--- config.mk ---
export PLATFORM = sky130hd
export DESIGN_NAME = alu_share_arbiter
export DESIGN_NICKNAME = d
export VERILOG_FILES = /design/src/rtl/alu_share_arbiter.sv
export SDC_FILE = /design/constraint.sdc
export NUM_CORES = 1
export LEC_CHECK = 0
export CAP_MARGIN = 40
export CELL_PAD_IN_SITES_DETAIL_PLACEMENT = 1
export CELL_PAD_IN_SITES_GLOBAL_PLACEMENT = 1
export CORE_MARGIN = 2
export CORE_UTILIZATION = 29
export CTS_CLUSTER_DIAMETER = 50
export DETAILED_ROUTE_END_ITERATION = 10
export PLACE_DENSITY_LB_ADDON = 0.3
export SKIP_LAST_GASP = 1
export SLEW_MARGIN = 20
export SYNTH_ARGS = -nofsm -noshare
export SYNTH_HDL_FRONTEND = slang
export SYNTH_SLANG_ARGS = --single-unit
export TNS_END_PERCENT = 1
--- constraint.sdc ---
create_clock -name clk -period 1.43 [get_ports clk]
set_input_delay 0.3575 -clock clk [delete_from_list [all_inputs] [get_ports clk]]
set_output_delay 0.3575 -clock clk [all_outputs]
set_load 0.1 [all_outputs]
--- src/rtl/alu_share_arbiter.sv ---
// alu_share_arbiter: round-robin sharing of one external combinational ALU between two valid/ready ports.
// Define ALU_SEL_CHECK_EN to reject opcodes above 3'b100 without touching the ALU (rsp err=1, data=0).
module alu_share_arbiter #(
    parameter int DW = 4,
    parameter int SW = 3
) (
    input  logic          clk,
    input  logic          rst_n,
    input  logic          req0_valid,
    output logic          req0_ready,
    input  logic [DW-1:0] req0_a,
    input  logic [DW-1:0] req0_b,
    input  logic [SW-1:0] req0_sel,
    output logic          rsp0_valid,
    input  logic          rsp0_ready,
    output logic [DW-1:0] rsp0_data,
    output logic          rsp0_err,
    input  logic          req1_valid,
    output logic          req1_ready,
    input  logic [DW-1:0] req1_a,
    input  logic [DW-1:0] req1_b,
    input  logic [SW-1:0] req1_sel,
    output logic          rsp1_valid,
    input  logic          rsp1_ready,
    output logic [DW-1:0] rsp1_data,
    output logic          rsp1_err,
    output logic [DW-1:0] alu_a,
    output logic [DW-1:0] alu_b,
    output logic [SW-1:0] alu_sel,
    input  logic [DW-1:0] alu_out
);
    typedef enum logic [1:0] {IDLE, EXEC, RESP} state_t;

    state_t              r_state, w_next;
    logic                r_grant, r_last;
    logic [1:0][DW-1:0]  r_data;
    logic                w_any, w_gnt, w_req_hs, w_rsp_hs, w_bad;
    logic [DW-1:0]       w_a, w_b;
    logic [SW-1:0]       w_sel;

    // On contention the port that was not served last wins; r_last resets to 1 so port 0 goes first.
    assign w_any    = req0_valid | req1_valid;
    assign w_gnt    = (req0_valid & req1_valid) ? ~r_last : req1_valid;
    assign w_req_hs = (r_state == IDLE) & w_any;
    assign w_a      = w_gnt ? req1_a   : req0_a;
    assign w_b      = w_gnt ? req1_b   : req0_b;
    assign w_sel    = w_gnt ? req1_sel : req0_sel;

    assign req0_ready = w_req_hs & ~w_gnt;
    assign req1_ready = w_req_hs & w_gnt;
    assign rsp0_valid = (r_state == RESP) & ~r_grant;
    assign rsp1_valid = (r_state == RESP) & r_grant;
    assign rsp0_data  = r_data[0];
    assign rsp1_data  = r_data[1];
    assign w_rsp_hs   = (rsp0_valid & rsp0_ready) | (rsp1_valid & rsp1_ready);

`ifdef ALU_SEL_CHECK_EN
    logic [1:0] r_err;

    assign w_bad    = w_sel > SW'(4);
    assign rsp0_err = r_err[0];
    assign rsp1_err = r_err[1];

    always_ff @(posedge clk or negedge rst_n) begin
        if (!rst_n) r_err <= '0;
        else if (w_req_hs) r_err[w_gnt] <= w_bad;
    end
`else
    assign w_bad    = 1'b0;
    assign rsp0_err = 1'b0;
    assign rsp1_err = 1'b0;
`endif

    always_comb begin
        w_next = r_state;
        unique case (r_state)
            IDLE:    if (w_any) w_next = w_bad ? RESP : EXEC;
            EXEC:    w_next = RESP;
            RESP:    if (w_rsp_hs) w_next = IDLE;
            default: w_next = IDLE;
        endcase
    end

    always_ff @(posedge clk or negedge rst_n) begin
        if (!rst_n) begin
            r_state <= IDLE;
            r_grant <= 1'b0;
            r_last  <= 1'b1;
            r_data  <= '0;
            alu_a   <= '0;
            alu_b   <= '0;
            alu_sel <= '0;
        end else begin
            r_state <= w_next;
            if (w_req_hs) begin
                r_grant <= w_gnt;
                if (w_bad) begin
                    r_data[w_gnt] <= '0;
                end else begin
                    alu_a   <= w_a;
                    alu_b   <= w_b;
                    alu_sel <= w_sel;
                end
            end
            if (r_state == EXEC) r_data[r_grant] <= alu_out;
            if (w_rsp_hs) r_last <= r_grant;
        end
    end
endmodule
==> flow_metrics.tcl <==
set metrics [dict create \
    status "complete, but fails checks" \
    diodes 0 \
    ys_seq_area_share_pct 51.51 \
    path_clk_slew_ps 80 \
    hold_viol 0 \
    n_fill_cell 402 \
    report.final.slew_viol_count 0 \
    dieArea_sq_um 4375 \
    gp_congestion 0.7294 \
    r2r_start "r_state[1]$_DFFE_PN0P_" \
    cts_buffers 3 \
    wl_met3_um 258 \
    synthesis.area_sq_um 1120 \
    ys_warn_count 0 \
    setup_slack_ps -208.0 \
    core_sq_um 3689 \
    critPathCapture "req0_ready" \
    via_per_inst 4.623 \
    root_buffer "clkbuf_8" \
    grt_max_degree 24 \
    rr_worst_depth 4 \
    globalRouteTotalUtil_pct 16.67 \
    fmax_mhz 610.5 \
    drt_iter0_markers 18 \
    h-tree-depth 1 \
    totalWireLength_mm 3.224 \
    clock_latency_ps 260 \
    io_pins 57 \
    startpoint_type "flip-flop" \
    die_x_um 66.14 \
    dp_hpwl_mm 2.576 \
    cts_hold_buffers 0 \
    gr-total-overflow 0 \
    synth_seq_cells 23 \
    fin_nets 200 \
    drv_cap 0 \
    setup_violations 4 \
    grt_pass1_vias 1154 \
    antenna_found_initial 0 \
    fin_skew_ps 3.429 \
    synth_cell_types 28 \
    ant_nets 0 \
    cp_max_fo 3 \
    finalCritPeriodShare_pct 114.5 \
    min_period_ps 1638 \
    critical_path.cell_chain "nand2b_4 > nand3_4 > clkinvlp_4 > buf_12" \
    route.detailed.drc 0 \
    rows 22 \
    initial_utilization_pct 30.36 \
    critical_path_arrival_ps 1280 \
    drive_gt1_share_pct 35.93 \
    cp.required_ps 1070 \
    r2r_setup_slack_ps 40 \
    crit_path_max_incr_delay_ps 550 \
    cts_sinks 23 \
    rsz0062_at_grt "yes" \
    routedLengthMet1_mm 1.186 \
    syn_area_per_cell_sq_um 10.77 \
    violations "negative setup slack" \
    tritoncts "built" \
    cts.path.max_buffers 2 \
    port_buffers 54 \
    grt_pass1_wl_mm 5.464 \
    hold_class "input pin to asynchronous set/reset pin" \
    cp-startpoint "r_last$_DFFE_PN1P_" \
    wl_per_cell_um 15.00 \
    preCtsSetupSlack_ps -306.6 \
    drtPass1Iterations 4 \
    crit_path_top_delay_cell "dfstp_2" \
    synthCells 104 \
    fp.dieH_um 66.14 \
    worstSetupPathType "flip-flop to output port" \
    dr.max_layer_used "met4" \
    r2r_end "rsp0_data[0]$_DFFE_PN0P_" \
    area_growth_pct 83.24 \
    crit_path_end_kind "output port" \
    num_vias 994 \
    wl_met2_mm 1.769 \
]
## worst max-delay path: cells and delay by family, from the launching register on
| family | cells | cell delay, ps |
|---|---|---|
| buffers and inverters | 2 | 260 |
| DFF | 1 | 550 |
| and+or+nand+nor | 2 | 210 |
## cells by family after synthesis
| logic type | after synthesis | share of synthesized area, % |
|---|---|---|
| compound gates | 24 | 15.64 |
| buf+inv | 30 | 13.07 |
| flops | 23 | 51.51 |
| mux | 9 | 8.939 |
| other cells | 1 | 0.3349 |
| simple gates | 17 | 10.50 |
## area by class of cell
type	count	area, sq um	share of cell area [%]
repair buffers	64	843.3	41.10
flip-flops and latches	23	578.1	28.17
multi-input cells	52	426.7	20.79
inverters	24	97.59	4.756
well taps	48	60.06	2.927
clock buffers	3	41.29	2.012
clock inverters	1	5.005	0.2439
## registers in the layout, indices dropped and copies added (netlist names)
name	cells
r_state	2
r_last	1
alu_b	4
r_grant	1
alu_a	4
rsp1_data	4
alu_sel	3
rsp0_data	4
## per-stage QoR
stage	TNS (ps)	std cells	utilization, %	hold slack (ps)	instance area (sq um)
after floorplan	-827.7	105	-	61.91	1139
after global placement	-2231	210	53.70	546.6	1981
after detailed placement	-2430	210	53.70	561.4	1981
after CTS	-851.6	215	55.63	454.5	2052
after global routing	-1110	215	55.63	480.1	2052
final	-780.9	215	55.63	451.7	2052
## worst min path at each step
| stage | endpoint | startpoint | depth (start not counted) | slack, ps |
|---|---|---|---|---|
| 5_1_grt | alu_sel[2]$_DFFE_PN0P_ | rst_n | 2 | 480 |
| 3_5_place_dp | r_last$_DFFE_PN1P_ | r_last$_DFFE_PN1P_ | 1 | 560 |
| 2_1_floorplan | alu_a[0]$_DFFE_PN0P_ | rst_n | 0 | 60 |
| 4_1_cts | alu_b[0]$_DFFE_PN0P_ | rst_n | 2 | 450 |
| 3_3_place_gp | alu_sel[2]$_DFFE_PN0P_ | alu_sel[2]$_DFFE_PN0P_ | 2 | 550 |
| 6_report | alu_b[0]$_DFFE_PN0P_ | rst_n | 2 | 450 |
## timing repair
| item | in CTS | in global routing |
|---|---|---|
| endpoints found under the hold margin | 0 | 0 |
| setup endpoints to repair | 4 | 9 |
| setup buffers | 1 | 0 |
| gates resized for setup | 5 | 0 |
| gates cloned | 0 | 0 |
## placed cells by master, fill, tap and decap left out, types with 2 or more instances in the layout
master and instances:
buf_12 23, buf_4 10, clkbuf_8 3, clkdlybuf4s50_1 29, clkinvlp_4 2, conb_1 2
dfrtp_1 21, dlygate4sd2_1 2, inv_1 22, mux2_2 8, nand2_1 4, nor2_1 2
o21ai_0 4, o21ai_1 7, o221ai_1 10
## metal layers
layer,vias up,global-route usage (%)
met5,-,0
met4,0,4.592
met3,2,4.089
met2,37,31.75
met1,485,18.01
li1,470,-
## cells in the mapped netlist (all sizes together)
| master | count | share of area, % |
|---|---|---|
| nor2 | 4 | 2.2 |
| o221ai | 11 | 9.2 |
| clkbuf | 2 | 1.7 |
| nand3b | 2 | 1.7 |
| or2 | 1 | 0.78 |
| nand2 | 4 | 1.3 |
| conb | 1 | 0.33 |
| nand3 | 2 | 1.3 |
| buf | 4 | 3.4 |
| mux2 | 8 | 8.0 |
| dfrtp | 22 | 49 |
| inv | 24 | 8.0 |
| dfstp | 1 | 2.3 |
| a22o | 1 | 0.78 |
| and3b | 1 | 0.89 |
| o21ai | 12 | 5.7 |
| mux2i | 1 | 0.89 |
| nand2b | 2 | 1.1 |
| nor3b | 1 | 1.1 |
Power is left out: the tool's default activity adds up to more than one toggle a clock period on the data nets, which glitch-free logic cannot reach.
